--- src/rtl/infrared_tx_nec.sv ---
`timescale 1ns/1ps
// infrared_tx_nec: NEC-protocol IR transmitter.
// Serialises a full NEC frame (lead, 32 data bits LSB first, stop burst)
// or a repeat code, followed by an idle-high guard gap. ir_out is the
// baseband (low = burst), ir_led is the same burst on the IR carrier.
// Handshake: a request is taken on any clock edge where tx_start=1 and
// busy=0; busy then stays high until the edge that pulses done.
module infrared_tx_nec #(
    parameter int CLK_FREQ     = 50_000_000,
    parameter int CARRIER_FREQ = 38_000,
    parameter int GAP_US       = 40_000,
    // Protocol segment lengths in microseconds
    parameter int LEAD_L_US    = 9000,
    parameter int LEAD_H_US    = 4500,
    parameter int BIT_US       = 560,
    parameter int ONE_US       = 1680,
    parameter int RPT_US       = 2250
) (
    input  logic       clk,
    input  logic       rst_n,
    input  logic       tx_start,
    input  logic       tx_repeat,
    input  logic [7:0] tx_addr,
    input  logic [7:0] tx_cmd,
    output logic       ir_out,
    output logic       ir_led,
    output logic       busy,
    output logic       done,
    output logic [2:0] dbg_state
);

    localparam int US_CNT    = CLK_FREQ / 1_000_000;
    localparam int PRE_W     = (US_CNT > 1) ? $clog2(US_CNT) : 1;
    localparam int HALF      = CLK_FREQ / (2 * CARRIER_FREQ);
    localparam int CAR_W     = (HALF > 1) ? $clog2(HALF) : 1;
    localparam int SEG_MAX_A = (LEAD_L_US > GAP_US) ? LEAD_L_US : GAP_US;
    localparam int SEG_MAX_B = (ONE_US > RPT_US) ? ONE_US : RPT_US;
    localparam int SEG_MAX_C = (SEG_MAX_A > SEG_MAX_B) ? SEG_MAX_A : SEG_MAX_B;
    localparam int SEG_MAX   = (SEG_MAX_C > LEAD_H_US) ? SEG_MAX_C : LEAD_H_US;
    localparam int SEG_W     = (SEG_MAX > 1) ? $clog2(SEG_MAX) : 1;

    typedef enum logic [2:0] {
        S_IDLE   = 3'd0,
        S_LEAD_L = 3'd1,
        S_LEAD_H = 3'd2,
        S_BIT_L  = 3'd3,
        S_BIT_H  = 3'd4,
        S_RPT_H  = 3'd5,
        S_STOP_L = 3'd6,
        S_GAP    = 3'd7
    } state_t;

    state_t             r_state;
    state_t             w_next_state;
    logic [PRE_W-1:0]   r_pre;
    logic [SEG_W-1:0]   r_seg;
    logic [SEG_W-1:0]   w_seg_last;
    logic [4:0]         r_idx;
    logic [31:0]        r_shift;
    logic               r_rpt;
    logic               r_ir_out;
    logic               r_led;
    logic               r_busy;
    logic               r_done;
    logic [CAR_W-1:0]   r_car;
    logic               r_carrier;
    logic [CAR_W-1:0]   w_car_next;
    logic               w_carrier_next;
    logic               w_led_next;
    logic               w_tick;
    logic               w_seg_end;
    logic               w_accept;
    logic               w_next_low;
    logic               w_cur_low;

    assign w_tick    = (r_pre == PRE_W'(US_CNT - 1));
    assign w_accept  = (r_state == S_IDLE) && tx_start && !r_busy;
    assign w_seg_end = (r_state != S_IDLE) && w_tick && (r_seg == w_seg_last);
    assign w_cur_low = (r_state == S_LEAD_L) || (r_state == S_BIT_L) || (r_state == S_STOP_L);

    // Last microsecond index of the current segment (duration minus one)
    always_comb begin
        w_seg_last = '0;
        case (r_state)
            S_LEAD_L: w_seg_last = SEG_W'(LEAD_L_US - 1);
            S_LEAD_H: w_seg_last = SEG_W'(LEAD_H_US - 1);
            S_BIT_L:  w_seg_last = SEG_W'(BIT_US - 1);
            S_BIT_H:  w_seg_last = r_shift[0] ? SEG_W'(ONE_US - 1) : SEG_W'(BIT_US - 1);
            S_RPT_H:  w_seg_last = SEG_W'(RPT_US - 1);
            S_STOP_L: w_seg_last = SEG_W'(BIT_US - 1);
            S_GAP:    w_seg_last = SEG_W'(GAP_US - 1);
            default:  w_seg_last = '0;
        endcase
    end

    // FSM next state plus next values of the carrier and registered outputs
    always_comb begin
        w_next_state   = r_state;
        w_car_next     = '0;
        w_carrier_next = 1'b1;
        case (r_state)
            S_IDLE:   if (w_accept)  w_next_state = S_LEAD_L;
            S_LEAD_L: if (w_seg_end) w_next_state = r_rpt ? S_RPT_H : S_LEAD_H;
            S_LEAD_H: if (w_seg_end) w_next_state = S_BIT_L;
            S_BIT_L:  if (w_seg_end) w_next_state = S_BIT_H;
            S_BIT_H:  if (w_seg_end) w_next_state = (r_idx == 5'd31) ? S_STOP_L : S_BIT_L;
            S_RPT_H:  if (w_seg_end) w_next_state = S_STOP_L;
            S_STOP_L: if (w_seg_end) w_next_state = S_GAP;
            S_GAP:    if (w_seg_end) w_next_state = S_IDLE;
            default:  w_next_state = S_IDLE;
        endcase
        w_next_low = (w_next_state == S_LEAD_L) || (w_next_state == S_BIT_L) ||
                     (w_next_state == S_STOP_L);
        // The carrier restarts high on entry to every burst and only runs inside one
        if (w_next_low && w_cur_low) begin
            if (r_car == CAR_W'(HALF - 1)) begin
                w_car_next     = '0;
                w_carrier_next = ~r_carrier;
            end else begin
                w_car_next     = r_car + 1'b1;
                w_carrier_next = r_carrier;
            end
        end
        w_led_next = w_next_low & w_carrier_next;
    end

    // State register
    always_ff @(posedge clk or negedge rst_n) begin
        if (!rst_n) r_state <= S_IDLE;
        else        r_state <= w_next_state;
    end

    // Time base (prescaler, segment counter) and bit shifter
    always_ff @(posedge clk or negedge rst_n) begin
        if (!rst_n) begin
            r_pre   <= '0;
            r_seg   <= '0;
            r_idx   <= '0;
            r_shift <= '0;
            r_rpt   <= 1'b0;
        end else if (w_accept) begin
            r_pre   <= '0;
            r_seg   <= '0;
            r_idx   <= '0;
            r_shift <= {~tx_cmd, tx_cmd, ~tx_addr, tx_addr};
            r_rpt   <= tx_repeat;
        end else if (r_state != S_IDLE) begin
            r_pre <= w_tick ? '0 : r_pre + 1'b1;
            if (w_seg_end)   r_seg <= '0;
            else if (w_tick) r_seg <= r_seg + 1'b1;
            if (w_seg_end && (r_state == S_BIT_H)) begin
                r_shift <= r_shift >> 1;
                r_idx   <= r_idx + 1'b1;
            end
        end
    end

    // Registered outputs and carrier generator
    always_ff @(posedge clk or negedge rst_n) begin
        if (!rst_n) begin
            r_ir_out  <= 1'b1;
            r_led     <= 1'b0;
            r_busy    <= 1'b0;
            r_done    <= 1'b0;
            r_car     <= '0;
            r_carrier <= 1'b0;
        end else begin
            r_ir_out  <= ~w_next_low;
            r_led     <= w_led_next;
            r_busy    <= (w_next_state != S_IDLE);
            r_done    <= (r_state == S_GAP) && w_seg_end;
            r_car     <= w_car_next;
            r_carrier <= w_carrier_next;
        end
    end

    assign ir_out    = r_ir_out;
    assign ir_led    = r_led;
    assign busy      = r_busy;
    assign done      = r_done;
    assign dbg_state = r_state;

endmodule

--- config.mk ---
export PLATFORM = sky130hd
export DESIGN_NAME = infrared_tx_nec
export DESIGN_NICKNAME = d
export VERILOG_FILES = /design/src/rtl/infrared_tx_nec.sv
export SDC_FILE = /design/constraint.sdc
export NUM_CORES = 1
export LEC_CHECK = 0
export ABC_AREA = 1
export CAP_MARGIN = 20
export CORE_MARGIN = 4
export CORE_UTILIZATION = 50
export CTS_CLUSTER_DIAMETER = 100
export DETAILED_ROUTE_END_ITERATION = 16
export GPL_ROUTABILITY_DRIVEN = 0
export PLACE_DENSITY_LB_ADDON = 0.08
export SYNTH_ARGS = -nofsm -noshare
export SYNTH_HDL_FRONTEND = slang
export SYNTH_SLANG_ARGS = --single-unit
export TNS_END_PERCENT = 20
--- constraint.sdc ---
create_clock -name clk -period 3.9 [get_ports clk]
set_input_delay 0.78 -clock clk [delete_from_list [all_inputs] [get_ports clk]]
set_output_delay 0.78 -clock clk [all_outputs]
set_load 0.005 [all_outputs]
======== After elaboration in Yosys (flattened, before gate mapping) ========
Index checks and enable logic that the tools add are counted.
operators by class
  $add $sub $neg .......................... 4
  multipliers ............................. 0
  div/mod/pow operators ................... 0
  order comparisons ....................... 0
  eq/ne operators ......................... 14
  shifts and indexed selects .............. 0
  multiplexer cells ....................... 30
  bitwise logic cells ..................... 5
  reduce and logical (&&, ||, !) cells .... 21
operators by type and width
  operator                                             count
  two-way mux 32 bit                                   3
  one-hot mux 16 bit (6 select lines)                  1
  two-way mux 16 bit                                   4
  two-way mux 3 bit                                    10
  one-hot mux 3 bit (8 select lines)                   1
  two-way mux 10 bit                                   2
  two-way mux 6 bit                                    3
  adder 16 x 1 -> 16 bit, second input constant        1
  equality test 16 bit                                 1
  inverter 8 bit                                       2
  equality test 3 bit, second input constant           5
  two-way mux 5 bit                                    3
  two-way mux 11 bit                                   1
  adder 10 x 1 -> 10 bit, second input constant        1
  equality test 10 bit, second input constant          1
  equality test 3 x 2 -> 1 bit, second input constant  3
  nonzero test 3 bit                                   3
  logical AND 1 bit                                    7
  adder 6 x 1 -> 6 bit, second input constant          1
  equality test 3 x 1 -> 1 bit, second input constant  2
  equality test 6 bit, second input constant           1
  adder 5 x 1 -> 5 bit, second input constant          1
  equality test 5 bit, second input constant           1
  logical OR 1 bit                                     4
  other kinds (8)                                      12
word-level totals
  bits in registers ....................... 78
  latch bits .............................. 0
  memory bits (writable) .................. 0
  ROM bits ................................ 0
  input bits .............................. 20
  output and inout bits ................... 7
  logic and storage cells ................. 86
  memories ................................ 0

======== Longest topological paths before layout ========
  word-level depth ........................ 13
  gate-level depth with buffers ........... 19
  mapped depth without buffers ............ 18

======== Worst setup path before layout ========
No wires, ideal clock.
  path kind ............................... register to register
  start point ............................. register r_state[0] (netlist: dbg_state[0])
  end point ............................... register r_car[4]
  setup time .............................. 0.122 ns
  arrival time ............................ 1.993 ns
  slack ................................... 1.785 ns
  stages on the path, launching flop included .. 19
  path buffers ............................ 2
  clock period less this slack ............ 2.115 ns
  cells stage by stage .................... dfrtp_1 > buf_4 > nand2_2 > buf_4 > nand2_1 > nand2_1 > nand3_1 > nor2_1 > nand2_1 > nor2_4 > nand2_2 > nand3_1 > inv_1 > a21oi_1 > nand2_1 > nand2_1 > nand2_2 > nand3_4 > nor2_2
on the way
  longest elaborated chain between the ends .. 12
  elaborated cells between the ends (all ways) .. 34
  classes of those cells .................. eq/ne (11); mux (11); reduce/logical (12)
ends and longest elaborated chain
  what                                                                          line         text
  from (decl)                                                                   53           state_t r_state;
  from (signal assigned)                                                        130          else r_state <= w_next_state;
  equality test 3 x 2 -> 1 bit or equality test 3 bit (tied branches)           79, 84, 101
  OR reduction 2 bit (no line)                                                  --
  one-hot mux 16 bit (6 select lines)                                           84           case (r_state)
  equality test 16 bit                                                          78           assign w_seg_end = (r_state != S_IDLE) && w_tick && (r_seg == w_seg_last);
  logical AND 1 bit                                                             78
  two-way mux 3 bit, or another cell as far along                               109          S_GAP: if (w_seg_end) w_next_state = S_IDLE;
  one-hot mux 3 bit (8 select lines)                                            101          case (r_state)
  equality test 3 x 1 -> 1 bit or equality test 3 x 2 -> 1 bit (tied branches)  112          w_next_low = (w_next_state == S_LEAD_L) || (w_next_state == S_BIT_L) ||
  logical OR 1 bit (2 in series)                                                112
  logical AND 1 bit *                                                           115          if (w_next_low && w_cur_low) begin
  two-way mux 10 bit *                                                          115
  net w_car_next[4]                                                             67           logic [CAR_W-1:0] w_car_next;
  to (signal assigned)                                                          172          r_car <= w_car_next;
  to (decl)                                                                     65           logic [CAR_W-1:0] r_car;
The timed path passes the listed nets; every way through them passes the cells marked *.
A chain may end at the register's enable or synchronous reset.

======== Worst setup path in the final report ========
  start point ............................. register r_state[0] (netlist: dbg_state[0])
  end point ............................... register r_shift[6]
on the way
  longest elaborated chain between the ends .. 8
  elaborated cells between the ends (all ways) .. 21
  classes of those cells .................. eq/ne (8); mux (2); reduce/logical (11)
ends and longest elaborated chain
  what                                                                 line  text
  equality test 3 x 2 -> 1 bit or equality test 3 bit (tied branches)  84
  OR reduction 2 bit (no line)                                         --
  one-hot mux 16 bit (6 select lines)                                  84
  equality test 16 bit                                                 78
  logical AND 1 bit                                                    78
  logical AND 1 bit                                                    151   if (w_seg_end && (r_state == S_BIT_H)) begin
  nonzero test 2 bit (no line)                                         --
  AND reduction 2 bit (no line)                                        --
  to (signal assigned)                                                 145   r_shift <= {~tx_cmd, tx_cmd, ~tx_addr, tx_addr};
  to (signal assigned)                                                 152   r_shift <= r_shift >> 1;
  to (decl)                                                            59    logic [31:0] r_shift;
Several ways; a longest one is shown, not always the timed one.

==> results.sh <==
export IMPL_multi_input_area_mm2=0.001921
export IMPL_initial_core_util=0.5109
export IMPL_cts_buffers=9
export IMPL_ys_seq_area_frac=0.4676
export IMPL_core_area_mm2=0.008175
export IMPL_synthFlopType="dfrtp_1"
export IMPL_stdcell_area_mm2=0.004678
export IMPL_clockBufferDepth=2
export IMPL_dp_cells=636
export IMPL_die_w_um=99.40
export IMPL_rsz0062_at_grt="false"
export IMPL_cts_setup_buffers=0
export IMPL_pre_cts_slack_ns=0.8960
export IMPL_wirelength_um=8779
export IMPL_clk_pin_slew_worst_paths_ns=0.09
export IMPL_yosysTopAreaCell="dfrtp_1"
export IMPL_die_area_mm2=0.009879
export IMPL_ys_warn_count=0
export IMPL_grt_usage=0.1930
export IMPL_drv_slew=0
export IMPL_powerDensity_mw_per_mm2=579.9
export IMPL_final_common_cell="nand2_1"
export IMPL_grt_max_degree=79
export IMPL_status="finished, final reports clean"
export IMPL_syn_inst=522
export IMPL_holdWs_ns=0.3849
export IMPL_finalSetupViolCount=0
export IMPL_fin_nets=570
export IMPL_final_cells=653
export IMPL_die_h_um=99.40
export IMPL_place_area_mm2=0.004477
export IMPL_synth_edf_count=0
export IMPL_antenna_found_initial=0
export IMPL_cpMaxStageDelayCell="dfrtp_1"
export IMPL_cts_max_level=3
export IMPL_crit_type="reg2reg"
export IMPL_ff_latch_area_mm2=0.001953
export IMPL_max_slew_margin=0.5865
export IMPL_place_hpwl_um=6131
export IMPL_power_leakage_nw=2.137
export IMPL_area_growth_pct=12.01
export IMPL_layout_setup_ws_ns=0.8474
export IMPL_hold_buffers=0
export IMPL_ys_ff_latch=78
export IMPL_avgSynthCellArea_um2=8.001
export IMPL_via_per_inst=5.317
export IMPL_syn_area_mm2=0.004177
export IMPL_grt_first_pass_wirelength_um=15730
export IMPL_synth_top_cell_area_share=0.4614
export IMPL_async_flop_share=1.000
export IMPL_layout_common_cells="nand2_1 (118), dfrtp_1 (77), inv_1 (48)"
export IMPL_drc=0
export IMPL_max_cap_viol_count=0
export IMPL_clkSinkCount=78
export IMPL_drive_gt1_frac=0.09672
export IMPL_fp_row_count=33
export IMPL_io_pins=27
export IMPL_synthDistinctLibCells=36
export IMPL_slowest_delay_ns=0.63
export IMPL_n_antenna_cell=0
export IMPL_crit_top_cell="nand2_1"
export IMPL_finalCriticalPeriod_ns=3.053
export IMPL_wl_per_cell_um=13.44
export IMPL_routed_via_count=3472
export IMPL_critPathRequiredTime_ns=4.14
export IMPL_period_share=0.7827
export IMPL_ir_drop_mv=0.2792
export IMPL_cts_resized=0
export IMPL_syn_nets=549
export IMPL_arrival_ns=3.29
export IMPL_ant_nets=0
export IMPL_startpoint_type="flip-flop"
export IMPL_cp_cell_sequence="inv_2 > nand2_1 > nand3_1 > nand2_1 > nand2_1 > nor2_1 > nand2_1 > nor2_4 > nand2_2 > nand2_2 > nand2_2 > nand2_1 > inv_2 > a21oi_1 > a21oi_1"
export IMPL_drt_first_pass_iters=5
export IMPL_finalHoldViolCount=0
export IMPL_worst_path_max_fanout=36
export IMPL_fin_skew_ns=0.01322
export IMPL_worstSetupEndpointType="flip-flop"
export IMPL_power_mw=2.713
export IMPL_setup_tns_ns=0
export IMPL_cts_root_buf="clkbuf_8"
export IMPL_fin_util=0.5722
export IMPL_nFillCells=802
export IMPL_hp_class="in2async"
export IMPL_grt_overflow=0
export IMPL_max_freq_mhz=327.6
export IMPL_drt_initial_drc_count=201
export IMPL_grt_pass1_vias=3438
export IMPL_portBuffers=26
export IMPL_clk_latency_ns=0.35
export IMPL_tightest_slew_ns=0.6145
export IMPL_cts_tree="yes"
export IMPL_netlist_top_cells_area="dfrtp_1 (46%), nand2_1 (11%), o21ai_0 (5.5%)"
-- cell type report --
class                           count  share of cell area
Clock buffer                        9             0.02648
Clock inverter                      7             0.01230
Inverter                           53             0.04252
Multi-Input combinational cell    372              0.4105
Sequential cell                    78              0.4175
Tap cell                          105             0.02808
Timing Repair Buffer               29             0.06258
-- routing by layer --
| metal | up-vias | wire length [µm] | part of all wire | GRT usage |
|---|---|---|---|---|
| li1 | 1771 | - | - | - |
| met1 | 1624 | 4404 | 0.50 | 0.2809 |
| met2 | 64 | 3919 | 0.45 | 0.2924 |
| met3 | 13 | 329 | 0.037 | 0.03226 |
| met4 | 0 | 126 | 0.014 | 0.06828 |
| met5 | - | 0 | 0 | 0 |
-- worst paths after layout --
| path | start | end | slack, ns | cells after the start |
|---|---|---|---|---|
| setup / recovery | dbg_state[0]$_DFF_PN0_ | r_shift[6]$_DFFE_PN0P_ | 0.85 | 15 |
| hold reg to reg | r_shift[14]$_DFFE_PN0P_ | r_shift[14]$_DFFE_PN0P_ | 0.49 | 2 |
| hold / removal | rst_n | r_seg[10]$_DFFE_PN0P_ | 0.38 | 1 |
| setup reg to reg | dbg_state[0]$_DFF_PN0_ | r_shift[6]$_DFFE_PN0P_ | 0.85 | 15 |
| max in group asynchronous | rst_n | r_shift[3]$_DFFE_PN0P_ | 2.92 | 2 |
| min in group clk | r_shift[14]$_DFFE_PN0P_ | r_shift[14]$_DFFE_PN0P_ | 0.49 | 2 |
-- cells by family after synthesis --
family,after synthesis,synth area share
simple gates,243,0.2678
compound gates,105,0.1354
flops,78,0.4676
buf+inv,72,0.07250
xor+xnor,17,0.03565
fa+ha+maj,7,0.02097
-- flip-flops by register name (all words and copies together), names as in the netlist --
name       flops
r_seg         16
done           1
r_car         10
r_idx          5
ir_out         1
r_carrier      1
r_shift       32
ir_led         1
r_pre          6
dbg_state      3
busy           1
r_rpt          1
-- cells in the mapped netlist, types with 7 or more instances --
master and instances:
nand2_1 118, nand2_2 8, a21oi_1 20, dfrtp_1 77
ha_1 7, nand4_1 12, clkbuf_1 8, nand3_1 35
xor2_1 16, inv_1 48, o21ai_0 46, nor2_1 38
o21ai_1 19, o22ai_1 11, nor2_2 11
-- critical path: cells and delay by family, from the launching register on --
family                 cells  cell delay (ns)
and+or+nand+nor           11             1.50
buffers and inverters      2             0.41
AOI/OAI and AO/OA          2             0.38
DFF                        1             0.63
-- power by group --
group / total, mW / switching, mW / internal [mW]
Clock: 0.565 / 0.325 / 0.240
Combinational: 0.960 / 0.601 / 0.359
Sequential: 1.19 / 0.157 / 1.03
Note: power is estimated with default switching activity, not from simulation.
